<file path="config.mk">
export PLATFORM = sky130hd
export DESIGN_NAME = seg_scan_ctrl
export DESIGN_NICKNAME = d
export VERILOG_FILES = /design/src/rtl/seg_scan_ctrl.sv
export SDC_FILE = /design/constraint.sdc
export NUM_CORES = 1
export LEC_CHECK = 0
export CAP_MARGIN = 20
export CORE_ASPECT_RATIO = 1.2
export CORE_UTILIZATION = 45
export CTS_CLUSTER_SIZE = 8
export DETAILED_ROUTE_END_ITERATION = 16
export GPL_ROUTABILITY_DRIVEN = 0
export HOLD_SLACK_MARGIN = 0.03
export PLACE_DENSITY = 0.72
export SLEW_MARGIN = 20
export SYNTH_ARGS = -nofsm -noshare
export SYNTH_HDL_FRONTEND = slang
export SYNTH_SLANG_ARGS = --single-unit
</file>
<file path="constraint.sdc">
create_clock -name clk -period 5.3 [get_ports clk]
set_input_delay 1.325 -clock clk [delete_from_list [all_inputs] [get_ports clk]]
set_output_delay 1.325 -clock clk [all_outputs]
set_load 0.03 [all_outputs]
</file>
<file path="src/rtl/seg_scan_ctrl.sv">
// Multiplexed seven-segment scan controller with double-buffered digits.
// Ports: clk, reset (async, high), enable, number/dp_in/load in;
//   ledBCD, dp_out, Anodeselect (registered), digit_idx, frame_done out.
// Optional macro LEADING_ZERO_BLANK_EN turns on leading-zero blanking.
module seg_scan_ctrl #(
  parameter int NUM_DIGITS       = 8,
  parameter int DIV_WIDTH        = 17,
  parameter bit ANODE_ACTIVE_LOW = 1'b1
) (
  input  logic                          clk,
  input  logic                          reset,
  input  logic                          enable,
  input  logic [4*NUM_DIGITS-1:0]       number,
  input  logic [NUM_DIGITS-1:0]         dp_in,
  input  logic                          load,
  output logic [3:0]                    ledBCD,
  output logic                          dp_out,
  output logic [NUM_DIGITS-1:0]         Anodeselect,
  output logic [$clog2(NUM_DIGITS)-1:0] digit_idx,
  output logic                          frame_done
);

  localparam int IW = $clog2(NUM_DIGITS);
  localparam logic [IW-1:0] LAST = IW'(NUM_DIGITS - 1);
  localparam logic [NUM_DIGITS-1:0] AN_OFF =
    ANODE_ACTIVE_LOW ? {NUM_DIGITS{1'b1}} : {NUM_DIGITS{1'b0}};

  logic [DIV_WIDTH-1:0]    r_presc;
  logic [IW-1:0]           r_digit;
  logic [4*NUM_DIGITS-1:0] r_act_num;
  logic [NUM_DIGITS-1:0]   r_act_dp;
  logic [4*NUM_DIGITS-1:0] r_pend_num;
  logic [NUM_DIGITS-1:0]   r_pend_dp;
  logic                    r_pend_vld;
  logic [3:0]              r_led;
  logic                    r_dp;
  logic [NUM_DIGITS-1:0]   r_an;

  logic                    w_tick;
  logic                    w_wrap;
  logic [NUM_DIGITS-1:0]   w_onehot;
  logic [NUM_DIGITS-1:0]   w_sel;

  assign w_tick   = enable && (r_presc == {DIV_WIDTH{1'b1}});
  assign w_wrap   = w_tick && (r_digit == LAST);
  assign w_onehot = NUM_DIGITS'(1) << r_digit;

`ifdef LEADING_ZERO_BLANK_EN
  logic [IW-1:0] w_msnz;
  logic          w_blank;

  // Highest nonzero nibble; digits above it are dark unless their dp is on.
  always_comb begin
    w_msnz = '0;
    for (int k = 1; k < NUM_DIGITS; k++) begin
      if (r_act_num[4*k +: 4] != 4'h0) w_msnz = IW'(k);
    end
    w_blank = (r_digit > w_msnz) && !r_act_dp[r_digit];
  end

  assign w_sel = w_blank ? '0 : w_onehot;
`else
  assign w_sel = w_onehot;
`endif

  always_ff @(posedge clk or posedge reset) begin
    if (reset) begin
      r_presc <= '0;
      r_digit <= '0;
    end else if (enable) begin
      r_presc <= r_presc + 1'b1;
      if (w_tick) r_digit <= (r_digit == LAST) ? '0 : r_digit + 1'b1;
    end
  end

  // A load coinciding with the wrap bypasses the pending buffer.
  always_ff @(posedge clk or posedge reset) begin
    if (reset) begin
      r_act_num  <= '0;
      r_act_dp   <= '0;
      r_pend_num <= '0;
      r_pend_dp  <= '0;
      r_pend_vld <= 1'b0;
    end else if (load && w_wrap) begin
      r_act_num  <= number;
      r_act_dp   <= dp_in;
      r_pend_vld <= 1'b0;
    end else if (load) begin
      r_pend_num <= number;
      r_pend_dp  <= dp_in;
      r_pend_vld <= 1'b1;
    end else if (w_wrap && r_pend_vld) begin
      r_act_num  <= r_pend_num;
      r_act_dp   <= r_pend_dp;
      r_pend_vld <= 1'b0;
    end
  end

  always_ff @(posedge clk or posedge reset) begin
    if (reset) begin
      r_led <= 4'h0;
      r_dp  <= 1'b0;
      r_an  <= AN_OFF;
    end else if (enable) begin
      r_led <= r_act_num[{r_digit, 2'b00} +: 4];
      r_dp  <= r_act_dp[r_digit];
      r_an  <= ANODE_ACTIVE_LOW ? ~w_sel : w_sel;
    end else begin
      r_an  <= AN_OFF;
    end
  end

  assign ledBCD      = r_led;
  assign dp_out      = r_dp;
  assign Anodeselect = r_an;
  assign digit_idx   = r_digit;
  assign frame_done  = w_wrap;

endmodule

</file>
======== Word level (Yosys, flattened, before mapping) ========
Index checks and enable logic that the tools add are counted.
Widths: inputs -> output; s select.
word-level totals
  register bits ........................... 114
  input port bits ......................... 44
  output and inout port bits .............. 17
  word-level logic and storage cells ...... 42
operators by class
  add/sub/neg operators ................... 2
  order comparisons ....................... 1
  equality and inequality tests ........... 3
  shift operators ......................... 2
  multiplexer cells ....................... 13
  bitwise logic cells ..................... 2
  reduce and logical (&&, ||, !) cells .... 9
operators by type and width
  kind                   count
  $mux 32                3
  $mux 8                 4
  $shiftx 32x6->4        1
  $add 17x1->17 const B  1
  $eq 17x17->1 const B   1
  $not 8->8              1
  $shl 1x3->8 const A    1
  $reduce_and 2->1       3
  $logic_and 1x1->1      4
  $lt 3x4->1 const B     1
  $mux 1                 4
  $add 3x1->3 const B    1
  $bmux 1 s3             1
  $eq 3x3->1 const B     1
  $mux 3                 1
  $reduce_bool 3->1      1
  $ne 2x1->1 const B     1
  $reduce_bool 2->1      1
  $not 1->1              1

======== Logic depth before layout (Yosys ltp) ========
Gate-level depths: netlist of run 1.
  depth in word-level cells ............... 7
  depth in mapped cells ................... 10
  depth with buffers taken out ............ 9

======== Least setup slack after synthesis of run 1 ========
No wires, ideal clock.
  path type ............................... input -> output
  from .................................... input port enable
  to ...................................... output port frame_done
  arrival time ............................ 1854 ps
  data required time ...................... 3975 ps
  setup slack ............................. 2121 ps
  stages .................................. 3
  path buffers ............................ 1
  cells stage by stage .................... nand3_2 > inv_1 > buf_2
between the ends
  cells in the longest elaborated chain, start to end .. 2
ends and longest elaborated chain
  item               RTL line  source
  from (decl)        12        input logic enable,
  $logic_and 1x1->1  44        assign w_tick = enable && (r_presc == {DIV_WIDTH{1'b1}});
  $logic_and 1x1->1  45        assign w_wrap = w_tick && (r_digit == LAST);
  to (decl)          20        output logic frame_done
No other way between the ends.

======== Final worst setup path of run 1 ========
Ends and elaborated chain as after synthesis.

==> qor.csv, run 1 <==
metric,value,unit
combPwrFrac,7.4,%
clock_latency,0.41,ns
crit_path_frequent_cell,clkdlybuf4s50_1,
drt_wl_total,10770,um
syn_inst,427,
min_period_over_period,79.06,%
cts.sinks,114,
r2r-end,r_pend_dp[2]$_DFFE_PP0P_,
synthArstFlopShare,100.0,%
finalSetupTns,0,ns
nets,542,
synthXorXnorAreaFrac,2.596,%
ys.flop_type,dfrtp_1,
dpl_cell_area,5764,um2
violations,DRC,
critPathMaxStageDelay,0.66,ns
vias_per_cell,5.590,
synth.cell_area,5060,um2
routedWlPerCell,16.99,um
fmax,238.6,MHz
hold_end,r_act_num[16]$_DFFE_PP0P_,
ff2ff_setup_slack,2.17,ns
drv_slew,0,
num_rows,42,
cp-end-kind,output pin,
path_cells,clkdlybuf4s50_1 > buf_4 > nand3_2 > inv_1 > clkdlybuf4s50_1,
fillers,912,
irDropWorstVdd,0.2145,mV
synth_top_family_by_area,multiplexers,
synthToLayoutAreaGrowth,27.13,%
synth_fa_ha_area_share,1.978,%
p_sw,511.4,uW
timing.rr.start,r_presc[8]$_DFFE_PP0P_,
power.leakage,0.002747,uW
worst_pin_slew,0.8995,ns
internal-power,1906,uW
hold_depth,2,
dp_worst_setup_slack,1.111,ns
cts_resized,0,
startpoint_type,primary input,
ys_seq_area_share,56.58,%
syn_nets,479,
ioPinCount,61,
p_per_area,375.8,nW/um2
synth_most_common_cell,dfrtp_1,
cts_tree,done,
status,"complete, but fails checks",
clock_path_buffers,2,
seq_area,2863,um2
crit_type,in2out,
cts.clk_slew.worst_paths,0.05,ns
numCtsBuffers,17,
synthSimpleGateAreaFrac,9.471,%
setup_viol,0,
yosys-top-cells-area,"dfrtp_1 (52%), mux2_2 (9.6%), dfstp_2 (4.2%)",
seq_power_share,40.3,%
grt_max_degree,72,
drive_above_1_share,20.72,%
cp.arrival,2.87,ns
yosysTopAreaCell,dfrtp_1,
io_buffers,60,
finalCriticalPeriod,4.190,ns
antenna_found_initial,0,
ant_nets,0,
core_area,10980,um2
hold_viol,0,
route.vias.total,3544,
ys_ff_latch,114,
fin_ws,1.110,ns
grt-ovfl-total,0,
skew,0.005276,ns
cts-htree-levels,4,
crit_slowest_cell,clkdlybuf4s50_1,
fp.dieH,118.2,um
multi_input_area,2047,um2
hp-start,r_act_num[16]$_DFFE_PP0P_,
die_w,98.80,um
hpwl,7000,um
post-cts-setup-buffers,0,
drc_errors,1,
pwr-share-clk,52.3,%
synthMuxAreaShare,13.58,%
grt_pass1_wl,17980,um
reg2reg_depth,9,
synth_common_cells,"dfrtp_1 (106), nand2_1 (55), mux2_2 (43)",
crit_fanout,13,
dr.pass1.iters,11,
postLayoutCellArea,6432,um2
diodes,0,
synth-edff-count,0,
netlist.area_leader.share,52.42,%
required,3.97,ns
synth_compound_area_share,12.61,%
rsz0062_at_grt,false,
p_sw_share,21.15,%
grt_pass1_vias,3569,
ys_types,38,
die-area,11670,um2
synth_warnings,0,
initial_core_util,46.07,%
grtUsageTotal,20.21,%
min_path_type,reg2reg,
avgSynthCellArea,11.85,um2
max-cap-violations,0,
ctsHoldBuffers,0,
drt_iter0_markers,257,
slew_headroom,40.04,%
root_buffer,clkbuf_16,
how the worst max path moves through the flow:
stage | startpoint | to | slack [ns] | cells past startpoint
after detailed placement | enable | frame_done | 1.11 | 5
after global routing | enable | frame_done | 1.07 | 5
after CTS | enable | frame_done | 1.10 | 5
final | enable | frame_done | 1.11 | 5
after global placement | enable | frame_done | 1.11 | 5
after floorplan | reset | digit_idx[0]$_DFFE_PP0P_ | 0.97 | 1
placed cells by master, fill, tap and decap left out, types with 3 or more instances in the layout:
cell / n
dfrtp_1: 106
clkdlybuf4s50_1: 60
nand2_1: 55
mux2_2: 43
o21ai_0: 33
a22oi_1: 25
o22ai_1: 18
clkbuf_16: 17
a31oi_1: 12
and2_1: 11
mux2i_1: 9
buf_4: 9
dfstp_2: 8
xnor2_1: 8
ha_1: 8
nor2_1: 7
a21oi_1: 7
xor2_1: 7
nand4_1: 6
inv_1: 5
mux4_2: 5
bufinv_16: 5
a221o_1: 4
clkbuf_8: 4
nor2b_1: 3
and3_1: 3
layout make-up:
cell class,instances,share of cell area [%]
sequential,114,44.51
multi-input combinational,281,31.82
timing repair buffer,69,10.39
clock buffer,22,7.528
clock inverter,9,2.743
tap,132,2.568
inverter,7,0.4474
flip-flops by register name (all words and copies together) (netlist names):
name,count
r_act_num,32
digit_idx,3
Anodeselect,8
r_pend_vld,1
r_pend_dp,8
ledBCD,4
r_presc,17
r_pend_num,32
r_act_dp,8
dp_out,1
metal layers:
layer	vias up	part of all wire [%]	wire length, um	GRT usage (%)
met5	-	0	0	0
met4	0	1.8	194	8.396
met3	16	4.3	459	5.500
met2	93	51	5522	32.30
met1	1763	43	4595	25.93
li1	1672	-	-	-
power groups by stage:
stage | clock (uW) | sequential, uW | combinational, uW
floorplan | 0 | 978 | 120
global placement | 0 | 985 | 175
detailed placement | 0 | 988 | 182
CTS | 1280 | 975 | 182
global route | 1320 | 981 | 200
finish | 1260 | 975 | 178
logic make-up (layout without fill, tap and decap cells):
family / count (synthesis) / after routing
DFF: 114 / 114
AOI/OAI and AO/OA: 103 / 103
and+or+nand+nor: 98 / 98
muxes: 57 / 57
buffers and inverters: 32 / 107
xor gates and xnor gates: 15 / 15
adders and majority gates: 8 / 8
metrics by stage:
step / total power (uW) / util, % / cells / hold slack (ns)
final: 2417 / 58.57 / 634 / 0.4755
after global routing: 2503 / 58.57 / 634 / 0.5026
after CTS: 2433 / 58.50 / 634 / 0.4813
after detailed placement: 1169 / 52.48 / 603 / 0.4692
after global placement: 1161 / 52.48 / 603 / 0.4501
after floorplan: 1098 / - / 427 / 0.4337
worst max-delay path, delay by kind of cell:
family        cells  cell delay, ns
buf+inv           4            1.40
simple gates      1            0.13
No activity file was read; power rests on OpenSTA's default activity.
==> run 2, diff against run 1 <==
PLACE_DENSITY = 0.74   (was 0.72)
clock period = 3.5 ns   (was 5.3 ns; I/O delays follow)
==> run 2 against run 1 <==
Effect of this change: the flow now finishes without violations; clock skew is 0.0027 ns higher; sequential share of layout area decreased by 0.086 points; via count grew 0.82%; first-iteration DRC count is 18% lower.
==> qor.csv, run 2 (same netlist as run 1, synthesis figures left out) <==
metric,value,unit,change
slew_headroom,41.37,%,was 40.04%
cp-end-kind,output pin,,unchanged
post-cts-setup-buffers,0,,unchanged
grt_max_degree,105,,was 72
nets,542,,unchanged
reg_top3,"r_act_num x32, r_pend_num x32, r_presc x17",,unchanged
ioPinCount,61,,unchanged
final_core_util,58.68,%,was 58.57%
vias_per_cell,5.627,,was 5.590
antenna_found_initial,0,,unchanged
status,"complete, no violations",,"was complete, but fails checks"
ctsHoldBuffers,0,,unchanged
ant_nets,0,,unchanged
reg2reg_depth,8,,was 9
fin_ws,0.3157,ns,was 1.110 ns
layout_common_cells,"dfrtp_1 (106), clkdlybuf4s50_1 (59), nand2_1 (55)",,"was dfrtp_1 (106), clkdlybuf4s50_1 (60), nand2_1 (55)"
synthToLayoutAreaGrowth,27.37,%,was 27.13%
die-area,11670,um2,unchanged
setup_viol,0,,unchanged
startpoint_type,register,,was primary input
grt_pass1_vias,3657,,was 3569
routedWlPerCell,16.66,um,was 16.99 um
hold_depth,1,,was 2
diodes,0,,unchanged
drt_iter0_markers,210,,was 257
cts_resized,0,,unchanged
final_common_cell,dfrtp_1,,unchanged
cp.arrival,2.31,ns,was 2.87 ns
fmax,314.0,MHz,
grtUsageTotal,19.70,%,was 20.21%
cts_tree,done,,unchanged
drt_wl_total,10580,um,was 10770 um
core_area,10980,um2,unchanged
root_buffer,clkbuf_16,,unchanged
grt-ovfl-total,0,,unchanged
clock_latency,0.41,ns,about the same
io_buffers,60,,unchanged
drv_slew,0,,unchanged
numCtsBuffers,17,,unchanged
rsz0062_at_grt,false,,unchanged
irDropWorstVdd,0.3279,mV,was 0.2145 mV
required,2.62,ns,was 3.97 ns
power.leakage,0.002736,uW,was 0.002747 uW
route.vias.total,3573,,was 3544
dp_worst_setup_slack,0.4729,ns,was 1.111 ns
grt_pass1_wl,17760,um,was 17980 um
dr.pass1.iters,7,,was 11
fp.dieH,118.2,um,unchanged
drive_above_1_share,20.87,%,was 20.72%
hpwl,6942,um,was 7000 um
finalSetupTns,0,ns,unchanged
crit_fanout,21,,was 13
clock_path_buffers,2,,unchanged
drc_errors,0,,was 1
max-cap-violations,0,,unchanged
cts.sinks,114,,unchanged
finalCriticalPeriod,3.184,ns,
min_period_over_period,90.98,%,
initial_core_util,46.07,%,unchanged
skew,0.007969,ns,was 0.005276 ns
hold_viol,0,,unchanged
crit_type,reg2out,,was in2out
p_per_area,560.6,nW/um2,was 375.8 nW/um2
num_rows,42,,unchanged
die_w,98.80,um,unchanged
finalPower,3613,uW,was 2417 uW
cts.clk_slew.worst_paths,0.05,ns,about the same
worst_pin_slew,0.8795,ns,was 0.8995 ns
cts-htree-levels,4,,unchanged
min_path_type,reg2reg,,unchanged
## run 2: changes by cell type in the layout (fill, tap and decap cells not counted)
cell	change
clkbuf_8	-4
clkinvlp_4	+3
buf_12	+2
buf_4	-1
clkbuf_1	+1
clkdlybuf4s50_1	-1
clkinv_4	+1
inv_4	-1
inv_6	+1
nand3_2	-1
nand3_4	+1
## run 2: per-stage QoR
step | hold WS, ns | instances | cell area, um2
3_3_place_gp | 0.4464 | 603 | 5788
6_report | 0.4566 | 635 | 6445
4_1_cts | 0.4595 | 635 | 6430
5_1_grt | 0.4900 | 635 | 6445
3_5_place_dp | 0.4488 | 603 | 5788
2_1_floorplan | 0.4337 | 427 | 5064
## run 2: worst paths after layout
path	start	endpoint	slack (ns)
hold reg to reg	r_presc[10]$_DFFE_PP0P_	r_presc[10]$_DFFE_PP0P_	0.46
min in group asynchronous	reset	r_presc[7]$_DFFE_PP0P_	0.76
hold / removal	r_presc[10]$_DFFE_PP0P_	r_presc[10]$_DFFE_PP0P_	0.46
setup reg to reg	r_presc[8]$_DFFE_PP0P_	r_pend_dp[0]$_DFFE_PP0P_	0.79
setup / recovery	r_presc[8]$_DFFE_PP0P_	frame_done	0.32
max in group asynchronous	reset	r_act_dp[5]$_DFFE_PP0P_	1.93
## run 2: layer usage
| layer | wire (um) | track usage [%] |
|---|---|---|
| met1 | 4540 | 24.77 |
| met2 | 5464 | 31.73 |
| met3 | 451 | 5.677 |
| met4 | 127 | 8.302 |
| met5 | 0 | 0 |
## run 2: worst max-delay path, cell delays in order, from the launching register on
cell	delay [ns]
dfrtp_1	0.38
and3_1	0.23
nand4_1	0.12
nor4_1	0.30
ha_1	0.26
nand3_4	0.25
inv_1	0.17
buf_4	0.17
## run 2: report_power, final
group          switching, uW  internal [uW]  leakage, uW
logic                    124            152     0.000976
clock network            597           1260     0.000304
registers               72.2           1410      0.00146
total                    793           2820      0.00274
## run 2: area by class of cell
cell class                      count  area, um2
Clock inverter                     13      209.0
Inverter                            7      30.03
Tap cell                          132      165.2
Timing Repair Buffer               69      690.7
Clock buffer                       19      432.9
Multi-Input combinational cell    281       2054
Sequential cell                   114       2863
Fill cell                         883       4538
==> run 3, diff against run 2 <==
RECOVER_POWER = 25   (was not set)
==> run 3 against run 2 <==
Effect of this change: sequential power about the same; combinational power fell by 2%; worst hold slack improved by 0.00065 ns; clock skew increased by 0.00064 ns; via count down 0.17%; global-route usage did not move; fmax rose by 0.57%; worst setup slack improved by 0.018 ns; core utilization decreased by 0.23 points; register-to-register slack better by 0.03 ns; critical path depth did not move.
==> qor.csv, run 3 (same netlist as run 1, synthesis figures left out) <==
metric,value,unit,change
route.vias.total,3567,,was 3573
worst_pin_slew,1.376,ns,was 0.8795 ns
drt_iter0_markers,217,,was 210
clock_path_buffers,2,,unchanged
final_common_cell,dfrtp_1,,unchanged
layout_common_cells,"dfrtp_1 (106), clkdlybuf4s50_1 (57), nand2_1 (55)",,"was dfrtp_1 (106), clkdlybuf4s50_1 (59), nand2_1 (55)"
finalSetupTns,0,ns,unchanged
num_rows,42,,unchanged
die_w,98.80,um,unchanged
finalCriticalPeriod,3.166,ns,was 3.184 ns
postLayoutCellArea,6420,um2,was 6445 um2
slew_headroom,8.292,%,was 41.37%
setup_viol,0,,unchanged
io_buffers,60,,unchanged
grt_max_degree,105,,unchanged
cp-end-kind,output pin,,unchanged
root_buffer,clkbuf_16,,unchanged
required,2.62,ns,about the same
initial_core_util,46.07,%,unchanged
min_path_type,reg2reg,,unchanged
cp.arrival,2.29,ns,was 2.31 ns
fp.dieH,118.2,um,unchanged
numCtsBuffers,17,,unchanged
crit_fanout,21,,unchanged
startpoint_type,register,,unchanged
irDropWorstVdd,0.3289,mV,was 0.3279 mV
power.leakage,0.002722,uW,was 0.002736 uW
vias_per_cell,5.617,,was 5.627
drc_errors,0,,unchanged
nets,542,,unchanged
drv_slew,0,,unchanged
max-cap-violations,0,,unchanged
drive_above_1_share,20.48,%,was 20.87%
dpl_cell_area,5788,um2,unchanged
antenna_found_initial,0,,unchanged
fmax,315.8,MHz,was 314.0 MHz
crit_type,reg2out,,unchanged
rsz0062_at_grt,false,,unchanged
clock_latency,0.41,ns,about the same
p_per_area,561.7,nW/um2,was 560.6 nW/um2
path_cells,and3_1 > nand4_1 > nor4_1 > ha_1 > nand3_4 > inv_1 > buf_4,,unchanged
cts_tree,done,,unchanged
hpwl,6942,um,unchanged
skew,0.008613,ns,was 0.007969 ns
dp_worst_setup_slack,0.4729,ns,unchanged
reg_top3,"r_act_num x32, r_pend_num x32, r_presc x17",,unchanged
routedWlPerCell,16.49,um,was 16.66 um
grt_pass1_wl,17760,um,unchanged
cts.clk_slew.worst_paths,0.05,ns,about the same
grt-ovfl-total,0,,unchanged
cpLargestDelayFamily,simple AND/OR/NAND/NOR gates,,unchanged
critPathMaxStageDelay,0.38,ns,about the same
crit_slowest_cell,dfrtp_1,,unchanged
path_buf_inv,2,,unchanged
drt_wl_total,10470,um,was 10580 um
core_area,10980,um2,unchanged
final_core_util,58.45,%,was 58.68%
cts-htree-levels,4,,unchanged
dr.pass1.iters,6,,was 7
grt_pass1_vias,3657,,unchanged
ant_nets,0,,unchanged
cts.sinks,114,,unchanged
ioPinCount,61,,unchanged
min_period_over_period,90.46,%,was 90.98%
status,"complete, no violations",,unchanged
hold_viol,0,,unchanged
ctsHoldBuffers,0,,unchanged
synthToLayoutAreaGrowth,26.88,%,was 27.37%
die-area,11670,um2,unchanged
diodes,0,,unchanged
fin_ws,0.3338,ns,was 0.3157 ns
grtUsageTotal,19.70,%,unchanged
holdWs,0.4573,ns,was 0.4566 ns
## run 3: power breakdown
| part | internal (uW) | switching, uW | total, uW |
|---|---|---|---|
| registers | 1410 | 69.3 | 1470 |
| logic | 148 | 122 | 270 |
| clock network | 1260 | 599 | 1860 |
| total | 2820 | 790 | 3610 |
## run 3: repair_timing
item | CTS | global route
setup endpoints to repair | 0 | 1
setup buffers | 0 | 0
resized for setup | 0 | 1
## run 3: per-layer routing
metal / track usage [%] / up-vias / wire length [um]
li1: - / 1670 / -
met1: 24.77 / 1777 / 4377
met2: 31.73 / 101 / 5419
met3: 5.677 / 19 / 475
met4: 8.302 / 0 / 200
met5: 0 / - / 0
## run 3: stage by stage
step           total power (uW)  instances
2_1_floorplan              1663        427
4_1_cts                    3641        635
3_3_place_gp               1761        603
6_report                   3606        635
3_5_place_dp               1778        603
5_1_grt                    3730        635
## run 3: final cells by class
type / instances / area, um2
clock buffers: 19 / 432.9
clock inverters: 13 / 209.0
well taps: 132 / 165.2
flip-flops and latches: 114 / 2863
fillers: 890 / 4563
multi-input cells: 281 / 2048
repair buffers: 69 / 674.4
inverters: 7 / 27.53
## run 3: path summary, 6_finish.rpt
path	startpoint	end	depth (start not counted)	slack, ns
worst max-delay path	r_presc[8]$_DFFE_PP0P_	frame_done	7	0.33
worst min-delay path	r_presc[10]$_DFFE_PP0P_	r_presc[10]$_DFFE_PP0P_	1	0.46
worst max register to register	r_presc[8]$_DFFE_PP0P_	r_pend_dp[4]$_DFFE_PP0P_	8	0.82
worst min register to register	r_presc[10]$_DFFE_PP0P_	r_presc[10]$_DFFE_PP0P_	1	0.46
max in group asynchronous	reset	r_pend_num[31]$_DFFE_PP0P_	3	0.88
min in group asynchronous	reset	r_presc[12]$_DFFE_PP0P_	2	0.91
